--- src/rtl/arith_share_pkg.sv ---
// Shared helpers for the arith units that multiplex several requesters onto
// one datapath: requester-index width and round-robin pointer advance.
package arith_share_pkg;

    // Width of a requester index; never narrower than one bit.
    function automatic int calc_id_w(input int num);
        if (num <= 32'sd2) begin
            return 32'sd1;
        end else begin
            return $clog2(num);
        end
    endfunction

    // Round-robin pointer after granting idx: the slot just past it, wrapping.
    function automatic int rr_next_ptr(input int idx, input int num);
        if ((idx + 32'sd1) >= num) begin
            return 32'sd0;
        end else begin
            return idx + 32'sd1;
        end
    endfunction

endpackage : arith_share_pkg

--- src/rtl/arith_fptoui.sv ---
// Combinational IEEE-754 (f32 or f64) to unsigned integer converter.
// Truncates toward zero; any negative input (including -0.0) gives 0.
// The value is formed as a 64-bit intermediate and its low OUT_WIDTH bits
// are returned. Magnitudes of 2^64 or more, infinities and NaNs produce an
// all-ones intermediate. The valid/ready pins pass straight through.
module arith_fptoui
    import arith_share_pkg::*;
#(
    parameter int IN_WIDTH  = 32,
    parameter int OUT_WIDTH = 32
) (
    input  logic                 in_valid,
    output logic                 in_ready,
    input  logic [IN_WIDTH-1:0]  in_data,
    output logic                 out_valid,
    input  logic                 out_ready,
    output logic [OUT_WIDTH-1:0] out_data
);

    localparam int EXP_W  = (IN_WIDTH == 64) ? 11 : 8;
    localparam int FRAC_W = (IN_WIDTH == 64) ? 52 : 23;
    localparam int BIAS   = (1 << (EXP_W - 1)) - 1;

    generate
        if ((IN_WIDTH != 32) && (IN_WIDTH != 64)) begin : g_bad_width
            $fatal(1, "arith_fptoui: IN_WIDTH must be 32 or 64");
        end
    endgenerate

    logic              sign_s;
    logic [EXP_W-1:0]  exp_s;
    logic [FRAC_W-1:0] frac_s;
    logic [63:0]       mant_s;
    logic [63:0]       inter_s;

    assign sign_s = in_data[IN_WIDTH-1];
    assign exp_s  = in_data[IN_WIDTH-2 -: EXP_W];
    assign frac_s = in_data[FRAC_W-1:0];
    assign mant_s = 64'({1'b1, frac_s});

    // Align the significand by the unbiased exponent to get the integer part.
    always_comb begin
        int e_v;
        e_v     = int'(exp_s) - BIAS;
        inter_s = 64'd0;
        if (sign_s) begin
            inter_s = 64'd0;
        end else if (e_v < 0) begin
            inter_s = 64'd0;
        end else if (e_v >= 64) begin
            inter_s = {64{1'b1}};
        end else if (e_v >= FRAC_W) begin
            inter_s = mant_s << (e_v - FRAC_W);
        end else begin
            inter_s = mant_s >> (FRAC_W - e_v);
        end
    end

    assign out_data  = OUT_WIDTH'(inter_s);
    assign out_valid = in_valid;
    assign in_ready  = out_ready;

endmodule : arith_fptoui

--- src/rtl/arith_fptoui_arb.sv ---
// Round-robin arbiter sharing one float-to-unsigned converter among NUM_REQ
// requesters. Grant is purely combinational from the eligible set and ptr;
// the only state is ptr and the one-entry output register, which reloads in
// the same cycle it drains so a result can leave every cycle.
module arith_fptoui_arb
    import arith_share_pkg::*;
#(
    parameter int  NUM_REQ   = 4,
    parameter int  IN_WIDTH  = 32,
    parameter int  OUT_WIDTH = 32,
    localparam int ID_W      = calc_id_w(NUM_REQ)
) (
    input  logic                              clk,
    input  logic                              rst,
    input  logic [NUM_REQ-1:0]                req_mask,
    input  logic [NUM_REQ-1:0]                in_valid,
    output logic [NUM_REQ-1:0]                in_ready,
    input  logic [NUM_REQ-1:0][IN_WIDTH-1:0]  in_data,
    output logic                              result_valid,
    input  logic                              result_ready,
    output logic [OUT_WIDTH-1:0]              result_data,
    output logic [ID_W-1:0]                   result_id,
    output logic                              busy
);

    logic [NUM_REQ-1:0]   eligible_s;
    logic [NUM_REQ-1:0]   grant_s;
    logic [ID_W-1:0]      grant_idx_s;
    logic                 found_s;
    logic                 load_en_s;
    logic                 transfer_s;
    logic [IN_WIDTH-1:0]  operand_s;
    logic [OUT_WIDTH-1:0] conv_data_s;
    logic                 conv_in_ready_s;
    logic                 conv_out_valid_s;

    logic [ID_W-1:0]      ptr_r;
    logic                 result_valid_r;
    logic [OUT_WIDTH-1:0] result_data_r;
    logic [ID_W-1:0]      result_id_r;

    assign eligible_s = in_valid & req_mask;

    // Search for the first eligible requester at or after ptr, wrapping.
    always_comb begin
        int idx;
        idx         = 0;
        found_s     = 1'b0;
        grant_idx_s = {ID_W{1'b0}};
        for (int k = 0; k < NUM_REQ; k++) begin
            idx = int'(ptr_r) + k;
            if (idx >= NUM_REQ) begin
                idx = idx - NUM_REQ;
            end else begin
                idx = idx;
            end
            if (!found_s && eligible_s[idx]) begin
                found_s     = 1'b1;
                grant_idx_s = ID_W'(idx);
            end else begin
                found_s     = found_s;
            end
        end
    end

    // One-hot grant vector for the winning index.
    always_comb begin
        grant_s = {NUM_REQ{1'b0}};
        if (found_s) begin
            grant_s[grant_idx_s] = 1'b1;
        end else begin
            grant_s = {NUM_REQ{1'b0}};
        end
    end

    assign operand_s  = in_data[grant_idx_s];
    assign load_en_s  = (!result_valid_r || result_ready) && conv_in_ready_s && conv_out_valid_s;
    assign transfer_s = found_s && load_en_s;
    assign in_ready   = grant_s & {NUM_REQ{load_en_s && !rst}};
    assign busy       = result_valid_r || (|eligible_s);

    arith_fptoui #(
        .IN_WIDTH  (IN_WIDTH),
        .OUT_WIDTH (OUT_WIDTH)
    ) u_conv (
        .in_valid  (1'b1),
        .in_ready  (conv_in_ready_s),
        .in_data   (operand_s),
        .out_valid (conv_out_valid_s),
        .out_ready (1'b1),
        .out_data  (conv_data_s)
    );

    // Advance the round-robin pointer past each granted requester.
    always_ff @(posedge clk or posedge rst) begin
        if (rst) begin
            ptr_r <= {ID_W{1'b0}};
        end else if (transfer_s) begin
            ptr_r <= ID_W'(rr_next_ptr(int'(grant_idx_s), NUM_REQ));
        end else begin
            ptr_r <= ptr_r;
        end
    end

    // Output register: load on transfer, clear on drain, otherwise hold.
    always_ff @(posedge clk or posedge rst) begin
        if (rst) begin
            result_valid_r <= 1'b0;
            result_data_r  <= {OUT_WIDTH{1'b0}};
            result_id_r    <= {ID_W{1'b0}};
        end else if (transfer_s) begin
            result_valid_r <= 1'b1;
            result_data_r  <= conv_data_s;
            result_id_r    <= grant_idx_s;
        end else if (result_ready) begin
            result_valid_r <= 1'b0;
            result_data_r  <= result_data_r;
            result_id_r    <= result_id_r;
        end else begin
            result_valid_r <= result_valid_r;
            result_data_r  <= result_data_r;
            result_id_r    <= result_id_r;
        end
    end

    assign result_valid = result_valid_r;
    assign result_data  = result_data_r;
    assign result_id    = result_id_r;

endmodule : arith_fptoui_arb
--- config.mk ---
export PLATFORM = sky130hd
export DESIGN_NAME = arith_fptoui_arb
export DESIGN_NICKNAME = d
export VERILOG_FILES = /design/src/rtl/arith_share_pkg.sv /design/src/rtl/arith_fptoui.sv /design/src/rtl/arith_fptoui_arb.sv
export SDC_FILE = /design/constraint.sdc
export NUM_CORES = 1
export LEC_CHECK = 0
export CAP_MARGIN = 25
export CORE_MARGIN = 4
export CORE_UTILIZATION = 45
export DETAILED_ROUTE_END_ITERATION = 7
export PLACE_DENSITY = 0.73
export RECOVER_POWER = 100
export SYNTH_ARGS = -nofsm -noshare
export SYNTH_HDL_FRONTEND = slang
export SYNTH_SLANG_ARGS = --single-unit
export TNS_END_PERCENT = 1
--- constraint.sdc ---
create_clock -name clk -period 12.5 [get_ports clk]
set_input_delay 2.5 -clock clk [delete_from_list [all_inputs] [get_ports clk]]
set_output_delay 2.5 -clock clk [all_outputs]
set_load 0.01 [all_outputs]
==> results.py, run 1 <==
metrics = {
    "pwr": {
        "power.total_w": 0.00168,
        "power-per-cell-area_mw_per_mm2": 188,
        "peakVddDrop_uv": 86.4,
        "p_leak_nw": 3.51,
    },
    "clock_tree": {
        "ctsResizeCount": 0,
        "path_clk_slew_ns": 0.06,
        "cts_max_level": 2,
        "cts_buffers": 5,
        "clockBufferDepth": 2,
        "postCtsHoldBufs": 0,
        "worstSkewPairLatency_ns": 0.30,
        "post_cts_buffers": 0,
        "clock_sinks": 37,
        "root_buffer": "clkbuf_16",
        "cts_tree": "yes",
    },
    "timing": {
        "setup_viol": 0,
        "final.setup.tns_ns": 0,
        "rsz0062_at_grt": "false",
        "hold_viol_final": 0,
        "worstMarginPinSlew_ns": 2.24,
        "fin_hold_ws_ns": 0.477,
        "max_slew_margin_pct": -49.1,
        "fin_crit_ns": 10.54,
        "drv_slew": 38,
        "post-route-period-util_pct": 84.3,
        "fmax_mhz": 94.9,
        "fin_worst_skew_ns": 0.0113,
    },
    "final_layout": {
        "design_area_mm2": 0.00896,
        "nFillCells": 1328,
        "register_area_um2": 926,
        "multi_input_area_mm2": 0.00561,
        "syn_to_final_growth_pct": 30.2,
        "antenna_cells": 0,
        "drive_gt1_share_pct": 12.5,
        "final_nets": 1103,
    },
    "route": {
        "finalWirelength_um": 24600,
        "ant_nets": 0,
        "dr.pass1.iters": 5,
        "viasPerCell": 6.78,
        "drt-initial-drc-count": 858,
        "vias": 7602,
        "drc": 0,
        "wl_per_cell_um": 22.0,
    },
    "synthesis": {
        "syn_inst": 800,
        "ys.flop_type": "dfrtp_1",
        "avgSynthCellArea_um2": 8.60,
        "synth_edf_count": 0,
        "synth_area_leaders": "mux4_2 19%, dfrtp_1 13%, mux2i_1 7.7%, ha_1 4.9%, a21oi_1 3.9%",
        "ys_types": 87,
        "yosys.area.top_type": "mux4_2",
        "synth_seq_cells": 37,
        "synth_nets": 966,
        "ys_seq_area_share_pct": 13.5,
        "syn-cell-area_mm2": 0.00688,
        "yosysWarnings": 0,
        "async_reset_ff_share_pct": 100,
        "yosys.area.top_type_share_pct": 19.3,
    },
    "floorplanning": {
        "rows": 44,
        "core_mm2": 0.0148,
        "fp.dieW_um": 132,
        "die-area_mm2": 0.0173,
        "num_io_pins": 179,
        "initial_core_util_pct": 46.6,
        "die_h_um": 132,
    },
    "worst_setup_path": {
        "crit_type": "in -> reg",
        "path_buf_inv": 6,
        "startpoint_type": "primary input",
        "path_delay_family": "compound AO/OA/AOI/OAI gates",
        "slowest_stage": "o21ai_0",
        "required_ns": 12.73,
        "cp_slowest_stage_delay_ns": 1.13,
        "cp_max_fo": 38,
        "r2r-start": "ptr_r[0]",
        "startpoint": "in_valid[3]",
        "cp.depth": 27,
        "crit_arrival_ns": 10.77,
        "rr_worst_depth": 26,
        "end_kind": "flop",
        "r2r_setup_slack_ns": 4.27,
    },
    "hold_path": {
        "hp-class": "reg -> reg",
        "whs_path_depth": 1,
        "hold_start": "result_id[0]",
    },
    "global_route": {
        "overflow": 0,
        "grt_use_total_pct": 27.1,
        "grt_max_degree": 50,
        "antenna_found_initial": 0,
        "grt_pass1_vias": 7212,
        "grt_pass1_wl_um": 38700,
    },
    "placed_design": {
        "dp.final_hpwl_um": 19300,
        "port_buffers": 178,
        "gp_congestion": 0.984,
        "placed_area_mm2": 0.00876,
    },
    "job": {
        "drv_cap": 2,
    },
    "run_status": {
        "status": "finished, violations left",
        "failed_checks": "max-capacitance violations, max-slew violations",
    },
}
==> layer usage <==
| layer | vias up | track usage [%] | part of all wire [%] |
|---|---|---|---|
| met5 | - | 0 | 0 |
| met4 | 0 | 5.83 | 1.7 |
| met3 | 39 | 6.73 | 12 |
| met2 | 497 | 42.1 | 44 |
| met1 | 3584 | 38.3 | 42 |
| li1 | 3482 | - | - |
==> final timing paths <==
path / end
max: result_data[24]
min: result_id[0]
max reg2reg: result_data[24]
min reg2reg: result_id[0]
max in group asynchronous: result_data[24]
min in group asynchronous: result_id[1]
==> area by class of cell <==
class / instances / share of cell area (%)
Clock buffer: 5 / 1.40
Clock inverter: 3 / 0.768
Inverter: 23 / 0.978
Multi-Input combinational cell: 676 / 62.6
Sequential cell: 37 / 10.3
Tap cell: 184 / 2.57
Timing Repair Buffer: 194 / 21.3
==> stage by stage <==
step | instances | setup slack (ns) | util, %
after floorplan | 800 | 3.84 | -
after global placement | 1113 | 3.27 | 59.4
after detailed placement | 1113 | 3.13 | 59.4
after CTS | 1121 | 3.40 | 60.7
after global routing | 1122 | 1.40 | 60.7
final | 1122 | 1.96 | 60.7
==> worst reg2reg max path, delay by kind of cell (launching register included) <==
kind	cells	cell delay, ns
compound gates	9	3.22
fa+ha+maj	3	0.85
simple gates	9	2.02
flops	1	0.41
buf+inv	5	1.67
==> cell families (layout without fill, tap and decap cells) <==
| family | after synthesis | after routing | synth area share (%) |
|---|---|---|---|
| AO/OA/AOI/OAI | 270 | 270 | 27.7 |
| AND/OR/NAND/NOR | 253 | 253 | 19.4 |
| multiplexers | 121 | 121 | 28.5 |
| buffers and inverters | 87 | 225 | 5.25 |
| flip-flops | 37 | 37 | 13.5 |
| adder cells (fa/ha/maj) | 27 | 27 | 4.91 |
| XOR/XNOR | 5 | 5 | 0.746 |
==> flip-flops by register name, indices dropped and copies added (netlist names) <==
signal        cells
result_valid      1
ptr_r             2
result_data      32
result_id         2
==> cell usage after synthesis (5+ instances only) <==
master,instances
a21o_1,8
a211oi_1,15
and2_1,22
inv_1,18
ha_1,27
buf_2,17
nand2_1,68
nand4_1,10
a21oi_1,54
mux2_2,9
a221o_1,6
o21ai_1,12
nor4_1,8
nor3b_1,6
a311oi_1,5
o211ai_1,18
nor2_1,37
o31a_1,6
o21ai_0,44
nand3_1,33
mux2i_1,53
clkbuf_1,41
mux4_2,59
a31oi_1,12
a21boi_0,6
and3_1,8
o21a_1,9
dfrtp_1,37
o211a_1,5
a221oi_1,12
nor3_1,23
==> cells in the final DEF (no fill, tap or decap), types with 8 or more instances in the layout <==
master           instances
nor2_1                  36
and3_1                   8
inv_1                   20
nand3_1                 33
nand2_1                 68
a221oi_1                12
nor4_1                   8
mux2_2                   9
a31oi_1                 12
o21a_1                   9
mux4_2                  59
o21ai_0                 52
buf_4                   14
and2_1                  20
ha_1                    27
dlygate4sd3_1           40
nor3_1                  22
o211ai_1                18
dfrtp_1                 37
clkdlybuf4s50_1        138
a211oi_1                15
a21o_1                   8
a21oi_1                 54
mux2i_1                 53
nand4_1                 10
==> power breakdown <==
group | switching, W | internal, W | leakage [nW] | total [W]
clock | 0.0000627 | 0.000115 | 0.0944 | 0.000178
sequential | 0.0000157 | 0.000144 | 0.494 | 0.000160
combinational | 0.000799 | 0.000546 | 2.92 | 0.00134
total | 0.000878 | 0.000805 | 3.51 | 0.00168
Note: power is estimated with default switching activity, not from simulation.
==> run 2, diff against run 1 <==
- clock period: 12.5 -> 10.8 ns (I/O delays scaled with it)
==> run 2 against run 1 <==
The run still ends with max-capacitance violations, max-slew violations left; via count is 1.5% higher; final cell count hardly changed; combinational power is 16% higher; worst setup slack worse by 0.36 ns; utilization is 0.46 points lower; critical path type unchanged; largest cell class unchanged; highest routed layer unchanged.
==> results.py, run 2 (synthesis gave the netlist of run 1 again) <==
metrics = {
    "timing": {
        "fin_crit_ns": 9.20,
        "fmax_mhz": 109,
        "rsz0062_at_grt": "false",
        "worstMarginPinSlew_ns": 2.34,
        "fin_worst_skew_ns": 0.0204,
        "hold_viol_final": 0,
        "final.setup.tns_ns": 0,
        "post-route-period-util_pct": 85.2,
        "max_slew_margin_pct": -55.7,
        "setup_viol": 0,
        "drv_slew": 88,
    },
    "placed_design": {
        "port_buffers": 178,
        "placed_area_mm2": 0.00877,
        "dp.cells": 1115,
        "gp_congestion": 0.985,
        "dp.final_hpwl_um": 19200,
    },
    "route": {
        "wl_per_cell_um": 22.0,
        "vias": 7713,
        "finalWirelength_um": 24700,
        "dr.pass1.iters": 6,
        "ant_nets": 0,
        "viasPerCell": 6.87,
        "drc": 0,
        "drt-initial-drc-count": 1188,
    },
    "final_layout": {
        "syn_to_final_growth_pct": 29.2,
        "final_nets": 1104,
        "final_cell_mix": "136 x clkdlybuf4s50_1, 68 x nand2_1, 59 x mux4_2",
        "drive_gt1_share_pct": 12.7,
        "antenna_cells": 0,
        "design_area_mm2": 0.00889,
        "final_cells": 1123,
        "layout_commonest_cell": "clkdlybuf4s50_1",
        "largest_register_ff_count": 32,
    },
    "worst_setup_path": {
        "cp_max_fo": 43,
        "cp_slowest_stage_delay_ns": 0.93,
        "crit_arrival_ns": 9.41,
        "crit_type": "in -> reg",
        "required_ns": 11.01,
        "slowest_stage": "clkbuf_2",
        "startpoint_type": "primary input",
        "end_kind": "flop",
        "path_buf_inv": 6,
        "path_delay_family": "buffers and inverters",
        "r2r_setup_slack_ns": 3.59,
    },
    "global_route": {
        "grt_use_total_pct": 27.6,
        "grt_pass1_vias": 7250,
        "antenna_found_initial": 0,
        "grt_pass1_wl_um": 39500,
        "grt_max_degree": 50,
        "overflow": 0,
    },
    "pwr": {
        "p_leak_nw": 3.48,
        "peakVddDrop_uv": 93.7,
        "power-per-cell-area_mw_per_mm2": 213,
    },
    "clock_tree": {
        "cts_max_level": 2,
        "worstSkewPairLatency_ns": 0.30,
        "root_buffer": "clkbuf_16",
        "clock_sinks": 37,
        "path_clk_slew_ns": 0.05,
        "postCtsHoldBufs": 0,
        "cts_buffers": 5,
        "post_cts_buffers": 0,
        "ctsResizeCount": 0,
        "cts_tree": "yes",
        "clockBufferDepth": 2,
    },
    "floorplanning": {
        "fp.dieW_um": 132,
        "initial_core_util_pct": 46.6,
        "die_h_um": 132,
        "rows": 44,
        "die-area_mm2": 0.0173,
        "num_io_pins": 179,
        "core_mm2": 0.0148,
    },
    "run_status": {
        "status": "finished, violations left",
        "failed_checks": "max-capacitance violations, max-slew violations",
    },
    "hold_path": {
        "hp-class": "reg -> reg",
    },
    "job": {
        "drv_cap": 2,
    },
}
## run 2: power by group
part           internal [W]  switching, W
clock network     0.0000850     0.0000681
registers          0.000167     0.0000184
logic              0.000628      0.000928
## run 2: routing by layer
layer	wire, um	global-route usage, %	vias up	part of all wire, %
met2	10700	41.5	569	43
met4	529	6.77	0	2.1
met3	3000	6.38	44	12
met5	0	0	-	0
met1	10500	40.2	3604	42
li1	-	-	3496	-
## run 2: final timing paths
path / from / to / cells past startpoint
hold / removal: result_id[0] / result_id[0] / 1
hold reg to reg: result_id[0] / result_id[0] / 1
setup reg to reg: ptr_r[1] / result_data[19] / 28
max in group asynchronous: rst / result_id[0] / 3
min in group asynchronous: rst / result_id[1] / 3
setup / recovery: in_valid[3] / result_data[19] / 29
## run 2: through the flow
step / hold slack (ns) / total power, W / worst slack, ns / utilization [%]
after floorplan: 0.516 / 0.00127 / 2.48 / -
after global placement: 0.464 / 0.00170 / 2.07 / 59.4
after detailed placement: 0.473 / 0.00171 / 1.88 / 59.4
after CTS: 0.485 / 0.00187 / 2.16 / 60.4
after global routing: 0.495 / 0.00202 / 0.682 / 60.3
final: 0.474 / 0.00189 / 1.60 / 60.3
## run 2: layout make-up
cell class / instances / area, um2
repair buffers: 195 / 1900
multi-input cells: 676 / 5600
well taps: 184 / 230
fillers: 1323 / 5860
inverters: 23 / 88.8
clock buffers: 5 / 125
flip-flops and latches: 37 / 926
clock inverters: 3 / 17.5
==> run 3, diff against run 2 <==
- GPL_ROUTABILITY_DRIVEN: default -> 0
- TNS_END_PERCENT: 1 -> default
==> run 3 against run 2 <==
The flow still finishes with violations (max-capacitance violations, max-slew violations); design area rose by 0.39%; utilization rose by 0.24 points; combinational power about the same; final cell count is the same; clock skew shrank 0.0067 ns; clock power is 20% higher; hold slack got worse by 0.0014 ns; die area is the same; sequential share of layout area is essentially flat; count of clock-buffer cells in the layout grew 2; critical endpoint is now result_data[8]; highest routed layer unchanged.
==> results.py, run 3 (synthesis gave the netlist of run 1 again) <==
metrics = {
    "timing": {
        "setup_viol": 0,
        "max_slew_margin_pct": -52.0,
        "fmax_mhz": 106,
        "rsz0062_at_grt": "false",
        "hold_viol_final": 0,
        "post-route-period-util_pct": 87.8,
        "worstMarginPinSlew_ns": 2.28,
        "drv_slew": 67,
        "final.setup.tns_ns": 0,
        "fin_crit_ns": 9.48,
        "fin_worst_skew_ns": 0.0137,
    },
    "floorplanning": {
        "die_h_um": 132,
        "core_mm2": 0.0148,
        "fp.dieW_um": 132,
        "die-area_mm2": 0.0173,
        "initial_core_util_pct": 46.6,
        "rows": 44,
        "num_io_pins": 179,
    },
    "clock_tree": {
        "postCtsHoldBufs": 0,
        "root_buffer": "clkbuf_16",
        "worstSkewPairLatency_ns": 0.30,
        "cts_max_level": 2,
        "clock_sinks": 37,
        "clockBufferDepth": 2,
        "cts_tree": "yes",
        "path_clk_slew_ns": 0.06,
        "ctsResizeCount": 0,
        "cts_buffers": 5,
        "post_cts_buffers": 0,
    },
    "route": {
        "drt-initial-drc-count": 1087,
        "ant_nets": 0,
        "dr.pass1.iters": 5,
        "finalWirelength_um": 24200,
        "drc": 0,
        "vias": 7588,
        "wl_per_cell_um": 21.6,
        "viasPerCell": 6.76,
    },
    "final_layout": {
        "largest_register_ff_count": 32,
        "drive_gt1_share_pct": 12.4,
        "final_cell_mix": "137 x clkdlybuf4s50_1, 68 x nand2_1, 59 x mux4_2",
        "final_nets": 1104,
        "syn_to_final_growth_pct": 29.7,
        "layout_commonest_cell": "clkdlybuf4s50_1",
        "fin_util_pct": 60.5,
        "antenna_cells": 0,
    },
    "worst_setup_path": {
        "required_ns": 11.00,
        "slowest_stage": "inv_1",
        "crit_arrival_ns": 9.68,
        "cpMostUsedCell": "inv_1",
        "startpoint_type": "primary input",
        "crit_type": "in -> reg",
        "end_kind": "flop",
        "cp_slowest_stage_delay_ns": 0.77,
        "cp_max_fo": 38,
    },
    "global_route": {
        "grt_use_total_pct": 26.8,
        "overflow": 0,
        "grt_max_degree": 50,
        "grt_pass1_wl_um": 38500,
        "grt_pass1_vias": 7133,
        "antenna_found_initial": 0,
    },
    "job": {
        "drv_cap": 2,
    },
    "placed_design": {
        "dp.final_hpwl_um": 18900,
        "port_buffers": 178,
    },
    "run_status": {
        "failed_checks": "max-capacitance violations, max-slew violations",
        "status": "finished, violations left",
    },
    "pwr": {
        "p_leak_nw": 3.50,
        "peakVddDrop_uv": 114,
        "power-per-cell-area_mw_per_mm2": 215,
    },
    "hold_path": {
        "hp-class": "reg -> reg",
    },
}
[run 3: report_power, final]
part	total, W	internal [W]	switching [W]
sequential	0.000185	0.000167	0.0000184
combinational	0.00155	0.000629	0.000919
clock	0.000184	0.000116	0.0000685
total	0.00192	0.000912	0.00101
[run 3: worst paths after layout]
kind	start	endpoint	slack [ns]	cells after the start
hold reg to reg	result_data[31]	result_data[31]	0.47	2
hold / removal	result_data[31]	result_data[31]	0.47	2
setup / recovery	in_valid[3]	result_data[8]	1.32	26
min in group asynchronous	rst	result_id[1]	3.23	3
max in group asynchronous	rst	result_data[9]	6.24	3
setup reg to reg	ptr_r[0]	result_data[8]	3.39	25
[run 3: critical path: cells and delay by family]
family                     cells  cell delay (ns)
adders and majority gates      3             0.86
AOI/OAI and AO/OA              9             2.49
buffers and inverters          6             2.09
and+or+nand+nor                8             2.03
[run 3: layout make-up]
class	instances	area [um2]
clock buffers	7	143
repair buffers	195	1900
clock inverters	1	30.0
fillers	1286	5830
well taps	184	230
flip-flops and latches	37	926
inverters	23	88.8
multi-input cells	676	5610
[run 3: layer usage]
layer | up-vias | part of all wire, % | GRT usage, %
met1 | 3551 | 42 | 39.0
met3 | 49 | 12 | 6.08
met2 | 505 | 43 | 40.5
met5 | - | 0 | 0
met4 | 0 | 2.6 | 6.88
li1 | 3483 | - | -
[run 3: through the flow]
step | hold slack (ns) | instances | power (W) | setup WS (ns) | area, um2
final | 0.473 | 1123 | 0.00192 | 1.32 | 8920
after global routing | 0.498 | 1123 | 0.00204 | 0.724 | 8920
after CTS | 0.486 | 1123 | 0.00189 | 2.06 | 8940
after detailed placement | 0.473 | 1115 | 0.00170 | 1.77 | 8770
after global placement | 0.465 | 1115 | 0.00169 | 1.98 | 8770
after floorplan | 0.516 | 800 | 0.00127 | 2.48 | 6880
